`src/rtl/sequencer_scheduler_pkg.sv`:
```
// -----------------------------------------------------------------------------
// sequencer_pkg
//   Shared types and sizes for the step-pattern scheduler.
//   STEPS  : number of pattern steps (power of two, so the pointer wraps freely)
//   NOTE_W : note code width, code 0 is silence
// -----------------------------------------------------------------------------
package sequencer_pkg;

  localparam int STEPS  = 8;
  localparam int NOTE_W = 4;
  localparam int STEP_W = $clog2(STEPS);

  typedef logic [NOTE_W-1:0] note_t;
  typedef logic [STEP_W-1:0] step_t;

  typedef enum logic [1:0] {
    IDLE,
    PLAY,
    RECORD,
    CLEAR
  } sched_state_t;

endpackage : sequencer_pkg

```
`src/rtl/sequencer_scheduler_step_gate_timer.sv`:
```
// -----------------------------------------------------------------------------
// step_gate_timer
//   Gate-length counter for a pattern step. A load sets the count to TICKS,
//   otherwise it counts down once per clock and saturates at zero.
//   Ports:
//     clk, n_rst : clock, asynchronous active-low reset
//     load       : restart the gate at TICKS
//     clr        : force the gate closed (wins over load)
//     active     : gate is open (count nonzero)
// -----------------------------------------------------------------------------
module step_gate_timer #(
  parameter int TICKS = 1500
) (
  input  logic clk,
  input  logic n_rst,
  input  logic load,
  input  logic clr,
  output logic active
);

  localparam int CNT_W = $clog2(TICKS + 1);

  logic [CNT_W-1:0] cnt_q;
  logic [CNT_W-1:0] cnt_d;

  // NOTE: every always_comb output gets a default first so no path leaves it
  // unassigned; a missing default would infer a latch.
  always_comb begin
    cnt_d = cnt_q;
    if (clr) begin
      cnt_d = '0;
    end else if (load) begin
      cnt_d = CNT_W'(TICKS);
    end else if (cnt_q != '0) begin
      cnt_d = cnt_q - 1'b1;
    end
  end

  // NOTE: state registers use non-blocking assignments so every flop samples
  // the pre-edge values, independent of process ordering.
  always_ff @(posedge clk or negedge n_rst) begin
    if (!n_rst) begin
      cnt_q <= '0;
    end else begin
      cnt_q <= cnt_d;
    end
  end

  assign active = (cnt_q != '0);

endmodule : step_gate_timer

```
`src/rtl/sequencer_scheduler.sv`:
```
// -----------------------------------------------------------------------------
// sequencer_scheduler
//   Step-pattern controller: stores a STEPS-entry pattern of notes, advances a
//   step pointer on each tempo beat, sounds each stored note for GATE_TICKS
//   clocks, overdubs live keypad notes while recording, and arbitrates the
//   single note output with live notes taking priority over the pattern.
//   Ports:
//     clk, n_rst  : 10 kHz clock, asynchronous active-low reset
//     beat_pulse  : one-cycle tempo tick
//     run         : transport running (level)
//     record      : overdub enable, effective only while running (level)
//     clear       : one-cycle pulse, erase the whole pattern
//     live_note   : current keypad note, 0 = no key
//     note_out    : registered arbitrated note
//     note_src    : 1 = note_out comes from the pattern
//     step        : current step pointer
//     busy        : pattern erase in progress
// -----------------------------------------------------------------------------
module sequencer_scheduler
  import sequencer_pkg::*;
#(
  parameter int GATE_TICKS = 1500
) (
  input  logic              clk,
  input  logic              n_rst,
  input  logic              beat_pulse,
  input  logic              run,
  input  logic              record,
  input  logic              clear,
  input  logic [NOTE_W-1:0] live_note,
  output logic [NOTE_W-1:0] note_out,
  output logic              note_src,
  output logic [STEP_W-1:0] step,
  output logic              busy
);

  sched_state_t state_q, state_d;
  step_t        step_q, step_d;
  step_t        step_inc;
  step_t        clr_idx_q;
  note_t        pattern_q [STEPS];
  note_t        live_prev_q;
  note_t        note_q, note_d;
  logic         src_q, src_d;

  logic cur_running;
  logic nxt_running;
  logic live_edge;
  logic rec_wr;
  logic gate_load;
  logic gate_clr;
  logic gate_active;

  assign cur_running = (state_q == PLAY) || (state_q == RECORD);
  assign nxt_running = (state_d == PLAY) || (state_d == RECORD);
  assign step_inc    = step_q + step_t'(1);

  // A key press is a transition from silence; holding or sliding between
  // nonzero notes never re-writes the pattern.
  assign live_edge = (live_prev_q == '0) && (live_note != '0);
  assign rec_wr    = (state_q == RECORD) && live_edge;

  // ---------------------------------------------------------------------------
  // Next-state decode. CLEAR runs to completion and ignores all inputs.
  // ---------------------------------------------------------------------------
  always_comb begin
    state_d = state_q;
    unique case (state_q)
      CLEAR: begin
        if (clr_idx_q == step_t'(STEPS - 1)) begin
          state_d = IDLE;
        end
      end
      default: begin
        if (clear) begin
          state_d = CLEAR;
        end else if (!run) begin
          state_d = IDLE;
        end else if (record) begin
          state_d = RECORD;
        end else begin
          state_d = PLAY;
        end
      end
    endcase
  end

  // ---------------------------------------------------------------------------
  // Step pointer and gate control. The gate is keyed off the transition so that
  // entering a running state or landing on a new step loads it on the same edge
  // the state/step changes, and dropping out of running closes it at once.
  // ---------------------------------------------------------------------------
  always_comb begin
    step_d    = step_q;
    gate_load = 1'b0;
    gate_clr  = 1'b0;
    if (state_d == CLEAR) begin
      step_d   = '0;
      gate_clr = 1'b1;
    end else begin
      if (cur_running && beat_pulse) begin
        step_d = step_inc;
      end
      if (!nxt_running) begin
        gate_clr = 1'b1;
      end else if (state_q == IDLE) begin
        gate_load = (pattern_q[step_q] != '0);
      end else if (beat_pulse) begin
        // A beat always retriggers: silent steps cut a still-ringing gate.
        gate_load = (pattern_q[step_inc] != '0);
        gate_clr  = !gate_load;
      end
    end
  end

  // ---------------------------------------------------------------------------
  // Output arbitration: live key first, then an open pattern gate, else silence.
  // ---------------------------------------------------------------------------
  always_comb begin
    note_d = '0;
    src_d  = 1'b0;
    if ((state_q != CLEAR) && (live_note != '0)) begin
      note_d = live_note;
    end else if (cur_running && gate_active) begin
      note_d = pattern_q[step_q];
      src_d  = 1'b1;
    end
  end

  step_gate_timer #(
    .TICKS (GATE_TICKS)
  ) u_gate (
    .clk    (clk),
    .n_rst  (n_rst),
    .load   (gate_load),
    .clr    (gate_clr),
    .active (gate_active)
  );

  // ---------------------------------------------------------------------------
  // Control registers
  // ---------------------------------------------------------------------------
  always_ff @(posedge clk or negedge n_rst) begin
    if (!n_rst) begin
      state_q     <= IDLE;
      step_q      <= '0;
      clr_idx_q   <= '0;
      live_prev_q <= '0;
      note_q      <= '0;
      src_q       <= 1'b0;
    end else begin
      state_q     <= state_d;
      step_q      <= step_d;
      clr_idx_q   <= (state_q == CLEAR) ? clr_idx_q + step_t'(1) : '0;
      live_prev_q <= (state_q == CLEAR) ? note_t'(0) : live_note;
      note_q      <= note_d;
      src_q       <= src_d;
    end
  end

  // ---------------------------------------------------------------------------
  // Pattern storage. The erase walks one entry per cycle; overdub writes land
  // on the pre-increment step even when a beat arrives on the same cycle.
  // ---------------------------------------------------------------------------
  // NOTE: the pattern is reset because a freshly powered sequencer must play
  // silence; a plain data RAM with no such requirement would be left unreset.
  always_ff @(posedge clk or negedge n_rst) begin
    if (!n_rst) begin
      for (int i = 0; i < STEPS; i++) begin
        pattern_q[i] <= '0;
      end
    end else if (state_q == CLEAR) begin
      pattern_q[clr_idx_q] <= '0;
    end else if (rec_wr) begin
      pattern_q[step_q] <= live_note;
    end
  end

  assign note_out = note_q;
  assign note_src = src_q;
  assign step     = step_q;
  assign busy     = (state_q == CLEAR);

endmodule : sequencer_scheduler

```
`config.mk`:
```
export PLATFORM = sky130hd
export DESIGN_NAME = sequencer_scheduler
export DESIGN_NICKNAME = d
export VERILOG_FILES = /design/src/rtl/sequencer_scheduler_pkg.sv /design/src/rtl/sequencer_scheduler_step_gate_timer.sv /design/src/rtl/sequencer_scheduler.sv
export SDC_FILE = /design/constraint.sdc
export NUM_CORES = 1
export LEC_CHECK = 0
export CAP_MARGIN = 20
export CORE_MARGIN = 3
export CORE_UTILIZATION = 60
export DETAILED_ROUTE_END_ITERATION = 10
export PLACE_DENSITY = 0.8
export SYNTH_ARGS = -nofsm -noshare
export SYNTH_HDL_FRONTEND = slang
export SYNTH_HIERARCHICAL = 1
export SYNTH_SLANG_ARGS = --single-unit
```
`constraint.sdc`:
```
create_clock -name clk -period 3.8 [get_ports clk]
set_clock_uncertainty 0.15 [all_clocks]
set_input_delay 1.14 -clock clk [delete_from_list [all_inputs] [get_ports clk]]
set_output_delay 1.14 -clock clk [all_outputs]
set_load 0.05 [all_outputs]
```
==> summary.md <==
| Metric | Value |
|---|---|
| Total clock sinks | 60 |
| Worst slew pin tran | 0.760 ns |
| Final setup fails | 0 |
| PwrDens | 738 nW/um^2 |
| Site Rows | 26 |
| Drt via density | 6.07 |
| Die area | 6470 um^2 |
| R2R Setup Slk | 0.68 ns |
| Ant. Diodes | 0 |
| Largest net degree at the start of global routing | 37 |
| Netlist cell types | 49 |
| GRT overflow | 0 |
| WP depth | 1 |
| CP max stage delay | 0.95 ns |
| Syn_nets | 320 |
| Core Box Area | 5240 um^2 |
| FMAX | 0.292 GHz |
| Vias in the first global route | 2398 |
| Pre-Repair DR Iteration Count | 4 |
| WL/cell | 17.8 um |
| Ys Warns | 6 |
| Worst slew margin | 49.3% |
| Hold Vio Cnt, Final | 0 |
| Max Cap Viol | 0 |
| RSZ-0062 raised after global routing | no |
| Total number of vias | 2434 |
| Mapped Cells | 302 |
| Clk_lat worst skew | 0.34 ns |
| Post_cts resized | 0 |
| Post-synth design cell area | 3320 um^2 |
| Net Sw Frac | 42.7% |
| Slowest cell on crit path | clkdlybuf4s50_1 |
| Ranking of synthesized cells by area | dfrtp_1 45%, mux2i_1 12%, nand2_1 4.0% |
| Comb power frac | 46.6% |
| Setup repair bufs after CTS | 0 |
| Reg2Reg Depth | 6 |
| Top_reg_cell synth | dfrtp_1 |
| Hold Path Class | reg -> reg |
| Fin crit period | 3.42 ns |
| Leak pwr | 1.67 nW |
| Max Root-Sink Buffers | 2 |
| Num ports | 19 |
| CP top delay family | buffers and inverters |
| Residual DRC | 0 |
| Req. time, crit path | 2.51 ns |
| Final instance area | 3750 um^2 |
| # hold bufs at CTS | 0 |
| Port bufs | 18 |
| Critical path fanouts, max | 18 |
| EDFF count, synth | 0 |
| Setup total negative slack | 0 ns |
| Final wirelength | 7.15 mm |
| Switch Pwr | 1.18 mW |
| Clock Power Share | 17.1% |
| CTS root buf | clkbuf_8 |
| First-iteration detailed-routing DRC count | 207 |
| CP Class | reg -> out |
| P&R area growth vs syn | 12.8% |
| Int Pwr | 1.58 mW |
| CTS buffer count | 9 |
| Post-layout util | 71.5% |
| Critical path endpoint category | output port |
| Post-synth ARST share | 100% |
| Routed Antenna Nets | 0 |
| Initial Util | 63.4% |
| # nets final | 346 |
| DP Wirelength | 5.18 mm |
| CTS tree | built |
| First-pass GRT wire length | 12.1 mm |
| Top cell type's share of synthesized area | 45.2% |
| Status | finished, final reports clean |
| Chip height | 80.4 um |
| Layout cell share with drive strength beyond 1 | 13.3% |
| Max rail drop VDD | 0.630 mV |
| Post-DP Area | 3590 um^2 |
| Sequential share of power | 36.2% |
| CTS HTree Levels | 3 |
| Post-synthesis sequential area ratio | 45.2% |
| Final Cycle Share | 90.1% |
| Gr usage total | 25.5% |
| Clk slew on worst S/H paths | 0.06 ns |
| Post-synth top area cell | dfrtp_1 |
| Yosys reg bits | 60 |
| Final Max Slew Viols | 0 |
| CP bufs+invs | 1 |
| Die Width | 80.4 um |
| Initial antenna violation count | 0 |
| Startpoint Class | flip-flop |
| Syn Area/Cell | 11.0 um^2 |
| CP cell instances | clkdlybuf4s50_1 |
| Crit path DAT | 2.13 ns |
| WHS | 0.406 ns |
| GPL Wtd Cong | 0.838 |
| Hold Path Stages | 2 |
## final timing paths
check	startpoint	end
max in group asynchronous	n_rst	pattern_q[0]
setup reg to reg	step[0]	u_gate/cnt_q[4]
min in group asynchronous	n_rst	pattern_q[5]
setup / recovery	step[0]	step[0]
hold / removal	pattern_q[12]	pattern_q[12]
hold reg to reg	pattern_q[12]	pattern_q[12]
## metrics by stage
stage	cells	power, mW	setup slack [ns]
2_1_floorplan	302	1.97	0.622
3_3_place_gp	387	2.25	0.342
3_5_place_dp	387	2.29	0.304
4_1_cts	401	2.78	0.371
5_1_grt	401	2.96	0.292
6_report	401	2.77	0.378
## cell families (layout without fill, tap and decap cells)
family,after synthesis,count (layout),synth area share (%)
AND/OR/NAND/NOR,107,107,19.2
flip-flops,60,60,45.2
multiplexers,48,48,17.9
AO/OA/AOI/OAI,44,44,8.81
buffers and inverters,27,56,3.73
adder cells (fa/ha/maj),8,8,3.01
XOR/XNOR,8,8,2.11
## metal layers
| metal | global-route usage [%] | up-vias | share of wire [%] |
|---|---|---|---|
| met5 | 0 | - | 0 |
| met4 | 11.3 | 0 | 2.1 |
| met3 | 5.38 | 15 | 6.9 |
| met2 | 39.2 | 83 | 48 |
| met1 | 34.8 | 1184 | 43 |
| li1 | - | 1152 | - |
## cells in the final DEF, fill, tap and decap left out, types with 3 or more instances in the layout
| cell | count |
|---|---|
| xor2_1 | 4 |
| o22ai_1 | 10 |
| nor3_1 | 4 |
| ha_1 | 8 |
| nand2_1 | 35 |
| mux4_1 | 4 |
| dfrtp_1 | 60 |
| nand3_1 | 15 |
| nor2b_1 | 4 |
| o21ai_0 | 14 |
| inv_1 | 16 |
| nor3b_1 | 3 |
| clkdlybuf4s50_1 | 16 |
| buf_4 | 8 |
| xnor2_1 | 4 |
| mux2i_1 | 40 |
| nand2b_1 | 3 |
| nor4_1 | 8 |
| mux4_2 | 4 |
| clkinv_2 | 3 |
| nor2_2 | 3 |
| a21oi_1 | 9 |
| clkbuf_8 | 10 |
| nor2_1 | 14 |
## registers in the layout, indices dropped and copies added (netlist names)
name	flops
clr_idx_q	3
live_prev_q	4
note_out	4
note_src	1
pattern_q	32
state_q	2
step	3
u_gate/cnt_q	11
## final cells by class
| type | instances | area, um^2 |
|---|---|---|
| Sequential cell | 60 | 1500 |
| Inverter | 16 | 60.1 |
| Fill cell | 378 | 1490 |
| Clock buffer | 11 | 141 |
| Timing Repair Buffer | 26 | 245 |
| Tap cell | 70 | 87.6 |
| Clock inverter | 3 | 15.0 |
| Multi-Input combinational cell | 215 | 1700 |
## cell usage after synthesis (all sizes together) (3+ instances only)
| master | count |
|---|---|
| xor2 | 4 |
| mux4 | 8 |
| nand3 | 16 |
| inv | 16 |
| clkbuf | 6 |
| nor3b | 4 |
| xnor2 | 4 |
| buf | 5 |
| nand2 | 35 |
| mux2i | 40 |
| dfrtp | 60 |
| nor2b | 4 |
| o22ai | 10 |
| o21ai | 14 |
| nor3 | 7 |
| nand2b | 3 |
| a21oi | 9 |
| ha | 8 |
| nor2 | 17 |
| nor4 | 10 |
## power by group through the flow
stage | Clock, mW | Combinational, mW | Sequential (mW)
finish | 0.474 | 1.29 | 1.00
floorplan | 0 | 0.938 | 1.03
CTS | 0.488 | 1.29 | 0.997
detailed placement | 0 | 1.28 | 1.01
global placement | 0 | 1.26 | 0.998
global route | 0.518 | 1.41 | 1.03
No activity file was read; power rests on OpenSTA's default activity.
